==> src/rtl/rs_dispatch_queue.sv <==
// Three-channel dispatch queue: routes decoded RV32 instructions by major opcode
// into integer, load/store and branch FIFOs that feed the reservation stations.
module rs_dispatch_queue #(
  parameter int  DEPTH  = 4,
  parameter int  DATA_W = 76,
  localparam int E_W    = 32 + DATA_W,
  localparam int CW     = $clog2(DEPTH + 1)
) (
  input  logic              clk,
  input  logic              reset,
  input  logic              kill,
  input  logic              in_valid,
  output logic              in_ready,
  input  logic [6:0]        in_opcode,
  input  logic [31:0]       in_pc,
  input  logic [DATA_W-1:0] in_payload,
  output logic [2:0]        out_valid,
  input  logic [2:0]        out_ready,
  output logic [3*E_W-1:0]  out_data,
  output logic [3*CW-1:0]   out_count,
  output logic              illegal
);

  localparam int            PW       = $clog2(DEPTH);
  localparam logic [CW-1:0] FULL_CNT = CW'(DEPTH);

  logic [E_W-1:0] r_mem   [3][DEPTH];
  logic [PW-1:0]  r_head  [3];
  logic [PW-1:0]  r_tail  [3];
  logic [CW-1:0]  r_count [3];
  logic           r_illegal;

  logic           w_legal;
  logic [2:0]     w_chan_oh;
  logic [2:0]     w_full;
  logic [2:0]     w_enq;
  logic [2:0]     w_deq;
  logic           w_accept;
  logic           w_tgt_full;

  always_comb begin
    w_legal   = 1'b1;
    w_chan_oh = 3'b000;
    case (in_opcode)
      7'b0110011, 7'b0010011, 7'b0110111, 7'b0010111: w_chan_oh = 3'b001;
      7'b0000011, 7'b0100011:                         w_chan_oh = 3'b010;
      7'b1100011, 7'b1101111, 7'b1100111:             w_chan_oh = 3'b100;
      default:                                        w_legal   = 1'b0;
    endcase
  end

  // in_ready looks only at registered occupancy, never at out_ready
  assign w_tgt_full = |(w_full & w_chan_oh);
  assign in_ready   = kill ? 1'b0 : (!w_legal ? 1'b1 : !w_tgt_full);
  assign w_accept   = in_valid & in_ready;
  assign w_enq      = {3{w_accept & w_legal}} & w_chan_oh;

  for (genvar g = 0; g < 3; g++) begin : g_chan
    assign w_full[g]                 = (r_count[g] == FULL_CNT);
    assign w_deq[g]                  = (r_count[g] != '0) & out_ready[g];
    assign out_valid[g]              = (r_count[g] != '0);
    assign out_data[g*E_W +: E_W]    = r_mem[g][r_head[g]];
    assign out_count[g*CW +: CW]     = r_count[g];
  end

  assign illegal = r_illegal;

  always_ff @(posedge clk or negedge reset) begin
    if (!reset) begin
      for (int c = 0; c < 3; c++) begin
        r_head[c]  <= '0;
        r_tail[c]  <= '0;
        r_count[c] <= '0;
      end
      r_illegal <= 1'b0;
    end else if (kill) begin
      for (int c = 0; c < 3; c++) begin
        r_head[c]  <= '0;
        r_tail[c]  <= '0;
        r_count[c] <= '0;
      end
      r_illegal <= 1'b0;
    end else begin
      for (int c = 0; c < 3; c++) begin
        if (w_enq[c]) r_tail[c] <= r_tail[c] + PW'(1);
        if (w_deq[c]) r_head[c] <= r_head[c] + PW'(1);
        case ({w_enq[c], w_deq[c]})
          2'b10:   r_count[c] <= r_count[c] + CW'(1);
          2'b01:   r_count[c] <= r_count[c] - CW'(1);
          default: r_count[c] <= r_count[c];
        endcase
      end
      r_illegal <= w_accept & ~w_legal;
    end
  end

  // Storage carries no reset; contents are only observed behind out_valid
  always_ff @(posedge clk) begin
    for (int c = 0; c < 3; c++) begin
      if (w_enq[c]) r_mem[c][r_tail[c]] <= {in_pc, in_payload};
    end
  end

endmodule

==> config.mk <==
export PLATFORM = sky130hd
export DESIGN_NAME = rs_dispatch_queue
export DESIGN_NICKNAME = d
export VERILOG_FILES = /design/src/rtl/rs_dispatch_queue.sv
export SDC_FILE = /design/constraint.sdc
export NUM_CORES = 1
export LEC_CHECK = 0
export ABC_AREA = 1
export ABC_CLOCK_PERIOD_IN_PS = 8540
export CAP_MARGIN = 30
export CELL_PAD_IN_SITES_DETAIL_PLACEMENT = 1
export CELL_PAD_IN_SITES_GLOBAL_PLACEMENT = 1
export CORE_AREA = 10 10 297 371
export CTS_CLUSTER_DIAMETER = 150
export DETAILED_ROUTE_END_ITERATION = 7
export DIE_AREA = 0 0 307 381
export PLACE_DENSITY_LB_ADDON = 0.1
export SYNTH_ARGS = -nofsm -noshare
export SYNTH_HDL_FRONTEND = slang
export SYNTH_SLANG_ARGS = --single-unit
==> constraint.sdc <==
create_clock -name clk -period 8.54 [get_ports clk]
set_clock_uncertainty 0.15 [all_clocks]
set_input_delay 2.562 -clock clk [delete_from_list [all_inputs] [get_ports clk]]
set_output_delay 2.562 -clock clk [all_outputs]
set_load 0.1 [all_outputs]
==> results.md <==
- Sequential area share after synthesis: 80.5%
- Average wire per standard cell: 28.2 µm
- Initial antenna violation count: 3
- CP Cell Sequence: buf_4, o21ai_0, o22ai_1, clkdlybuf4s50_1
- Register cell area after layout: 39500 µm²
- Startpoint of the most critical register-to-register path: out_count[7]
- FF-to-FF setup slack: 5290 ps
- Syn. warnings: 0
- Standard cell core area: 103000 µm²
- Post-route ant nets: 0
- Num CTS Buffers: 133
- Clk Latency, worst-skew pair: 730 ps
- Row count: 132
- Hold Path Stages: 2
- NumNets Final: 3925
- Detailed-route via count: 31000
- Largest delay share family, worst path: buffers and inverters
- Flip-flop and latch count after synthesis: 1318
- Required time of the critical path: 5830 ps
- Tightest Hold Check Type: register to register
- Tcrit/Tclk final: 85.5%
- Crit-path max cell delay: 1230 ps
- Count of endpoints failing hold in the final timing report: 0
- Post-route setup slack: 1240 ps
- Root buffer cell: sky130_fd_sc_hd__clkbuf_16
- Global-route wire length before repair: 218000 µm
- Pins Over Slew Limit: 0
- Static leakage: 19.7 nW
- Part of the total power dissipated in combinational logic: 18.6%
- Share of the core filled with cells in the final layout: 58.4%
- Largest net degree at the start of global routing: 218
- Sequential group share of total power: 45.7%
- Leading cell type in the layout, fill and taps excluded: sky130_fd_sc_hd__edfxtp_1
- Drt first-iter violations: 2455
- Die extent in y: 381 µm
- Number of global-route vias before repair: 33500
- Number of standard cells after synthesis: 3334
- Number of vias per cell after detailed routing: 5.93
- Synth-to-layout area growth: 22.5%
- Endpoint arrival time on the critical path: 4590 ps
- Path type of the worst setup path: register to output pin
- Worst-case reg-to-reg path depth: 9
- Synthesized netlist net count: 3471
- Buffers added on ports: 459
- Count of TritonRoute iterations in the first routing pass: 6
- Min cycle time layout: 7300 ps
- Number of instances resized during post-cts repair: 0
- Int Power: 0.0110 W
- Terminating pin of the worst hold path: out_count[2]
- Clk pwr share: 35.7%
- Slew at the pin with the worst max-slew slack: 1100 ps
- TritonCTS clock tree: yes
- All-layer global routing usage: 24.8%
- Switching power: 0.00473 W
- Count of fill cells added during filler insertion: 9547
- Avg Cell Area, Syn: 14.7 µm²
- N_diodes: 0
- Outcome: complete, no violations
- Final setup violation count: 0
- Effective utilization at floorplan: 47.7%
- I/O pins: 460
- Pre-CTS worst setup slack: 1730 ps
- Global placer's final weighted congestion: 0.818
- Maximum ir drop on the vdd rail: 0.000223 V
- Worst max-slew margin expressed relative to the limit: 26.8%
- # hold bufs at CTS: 0
- Multi-input combinational cell area: 8630 µm²
- Die Wd: 307 µm
- Max H-tree Level: 4
- Clk buf depth: 3
- DRC errors left: 0
- Maximum achievable frequency: 137 MHz
- Switching power as a share of total power: 30.1%
- Clock transition at the registers of the reported paths: 60 ps
- Power Dens Cells: 261 nW/µm²
- Worst Hold Slack: 474 ps
- Number of distinct standard cells referenced by the synthesized netlist: 30
- Post-CTS Setup Bufs: 0
- GR Overflow Total: 0
- Clock sink count: 1318
- Area enclosed by the die boundary: 117000 µm²
- Max-cap violations: 0
- Netlist area before placement: 49100 µm²
- Highest-count cells in the layout ignoring fill and taps: 1296 x sky130_fd_sc_hd__edfxtp_1, 654 x sky130_fd_sc_hd__nor2_1, 646 x sky130_fd_sc_hd__o21ai_0
- Detailed-route wire length: 148000 µm
- End of the worst register-to-register path: r_mem[0][51]
- Maximum fanout count along the critical path: 86
- Hold path startpoint: out_count[2]
- RSZ-0062 raised after global routing: no
- WP buf/inv: 2
- Crit end category: output pin
- Setup TNS after final layout: 0 ps
- Ratio of cells with drive above 1 in the final layout: 7.67%
- Slowest CP cell: sky130_fd_sc_hd__clkdlybuf4s50_1
- Estimated wirelength of the detail-placed design: 85500 µm
- Launching element type of the critical path: register
[logic make-up (layout without fill, tap and decap cells)]
logic type | count (synthesis) | count (layout) | synth area share [%]
AND/OR/NAND/NOR | 736 | 736 | 5.91
XOR/XNOR | 1 | 1 | 0.0179
buffers and inverters | 264 | 817 | 2.14
AO/OA/AOI/OAI | 1000 | 1000 | 11.1
flip-flops | 1318 | 1318 | 80.5
adder cells (fa/ha/maj) | 15 | 15 | 0.428
[state kept, by name, summed over array words and instances, names as in the netlist]
| signal | flops |
|---|---|
| out_count | 9 |
| r_mem | 1296 |
| illegal | 1 |
| r_head | 6 |
| r_tail | 6 |
[Yosys cell counts]
cell                          n  area share, %
sky130_fd_sc_hd__nand2_4      2          0.046
sky130_fd_sc_hd__and2_1       1          0.013
sky130_fd_sc_hd__nor3_1       3          0.031
sky130_fd_sc_hd__o21ai_0    646            6.6
sky130_fd_sc_hd__bufinv_8     1          0.036
sky130_fd_sc_hd__xor2_1       1          0.018
sky130_fd_sc_hd__ha_1        12           0.31
sky130_fd_sc_hd__nand3_4      3           0.11
sky130_fd_sc_hd__nor2_1     666            5.1
sky130_fd_sc_hd__inv_1       39           0.30
sky130_fd_sc_hd__nand2_2      3          0.038
sky130_fd_sc_hd__dfrtp_1     22            1.1
sky130_fd_sc_hd__buf_1        1         0.0076
sky130_fd_sc_hd__nor2_2       2          0.026
sky130_fd_sc_hd__nand3_2      2          0.041
sky130_fd_sc_hd__a21oi_1      9          0.092
sky130_fd_sc_hd__buf_2       35           0.36
sky130_fd_sc_hd__o22ai_1    324            4.1
sky130_fd_sc_hd__clkbuf_1   180            1.4
sky130_fd_sc_hd__inv_2        7          0.054
sky130_fd_sc_hd__edfxtp_1  1296             79
sky130_fd_sc_hd__a21oi_2      2          0.036
sky130_fd_sc_hd__o21ai_1     17           0.17
sky130_fd_sc_hd__nor2_8       1          0.041
sky130_fd_sc_hd__nand2_1     32           0.24
sky130_fd_sc_hd__nand3_1     17           0.17
sky130_fd_sc_hd__nand4_1      4          0.051
sky130_fd_sc_hd__a211oi_1     2          0.031
sky130_fd_sc_hd__fa_1         3           0.12
sky130_fd_sc_hd__clkinv_1     1         0.0076
[power groups by stage]
| stage | Sequential [W] | Clock, W | Combinational, W |
|---|---|---|---|
| global placement | 0.00731 | 0 | 0.00274 |
| global route | 0.00717 | 0.00594 | 0.00303 |
| CTS | 0.00717 | 0.00569 | 0.00294 |
| finish | 0.00717 | 0.00559 | 0.00292 |
| floorplan | 0.00731 | 0 | 0.00192 |
| detailed placement | 0.00731 | 0 | 0.00292 |
[metrics by stage]
| stage | instance area [µm²] | total power [W] | std cells |
|---|---|---|---|
| floorplan | 49100 | 0.00922 | 3334 |
| global placement | 55000 | 0.0100 | 4958 |
| detailed placement | 55900 | 0.0102 | 4990 |
| CTS | 60000 | 0.0158 | 5224 |
| global route | 60100 | 0.0161 | 5227 |
| finish | 60100 | 0.0157 | 5227 |
[worst reg2reg max path, delay by kind of cell, from the launching register on]
family	cells	cell delay (ps)
flip-flops	1	440
buffers and inverters	2	910
AND/OR/NAND/NOR	7	1260
[cell type report]
cell class                      instances  area share [%]
Sequential cell                      1318            65.7
Multi-Input combinational cell       1752            14.4
Timing Repair Buffer                  535            9.92
Clock buffer                          164            5.87
Tap cell                             1340            2.79
Clock inverter                         70           0.997
Inverter                               48           0.364
[metal layers]
metal  up-vias  wire [µm]  GRT usage [%]
met3       222       9100           4.49
met5         -         23              0
li1      13500          -              -
met2      1047      76500           44.0
met4         4       3910           7.90
met1     16300      58100           30.3
[how the worst max path moves through the flow]
stage	startpoint	end	slack, ps	cells after the start
final	r_head[2]	out_data[154]	1240	4
after global routing	r_head[2]	out_data[154]	1080	4
after floorplan	in_opcode[2]	r_mem[0][0]	-240	8
after global placement	kill	in_ready	1760	5
after CTS	r_head[2]	out_data[154]	1140	4
after detailed placement	kill	in_ready	1730	5
Power figures use the tool's default switching activity.
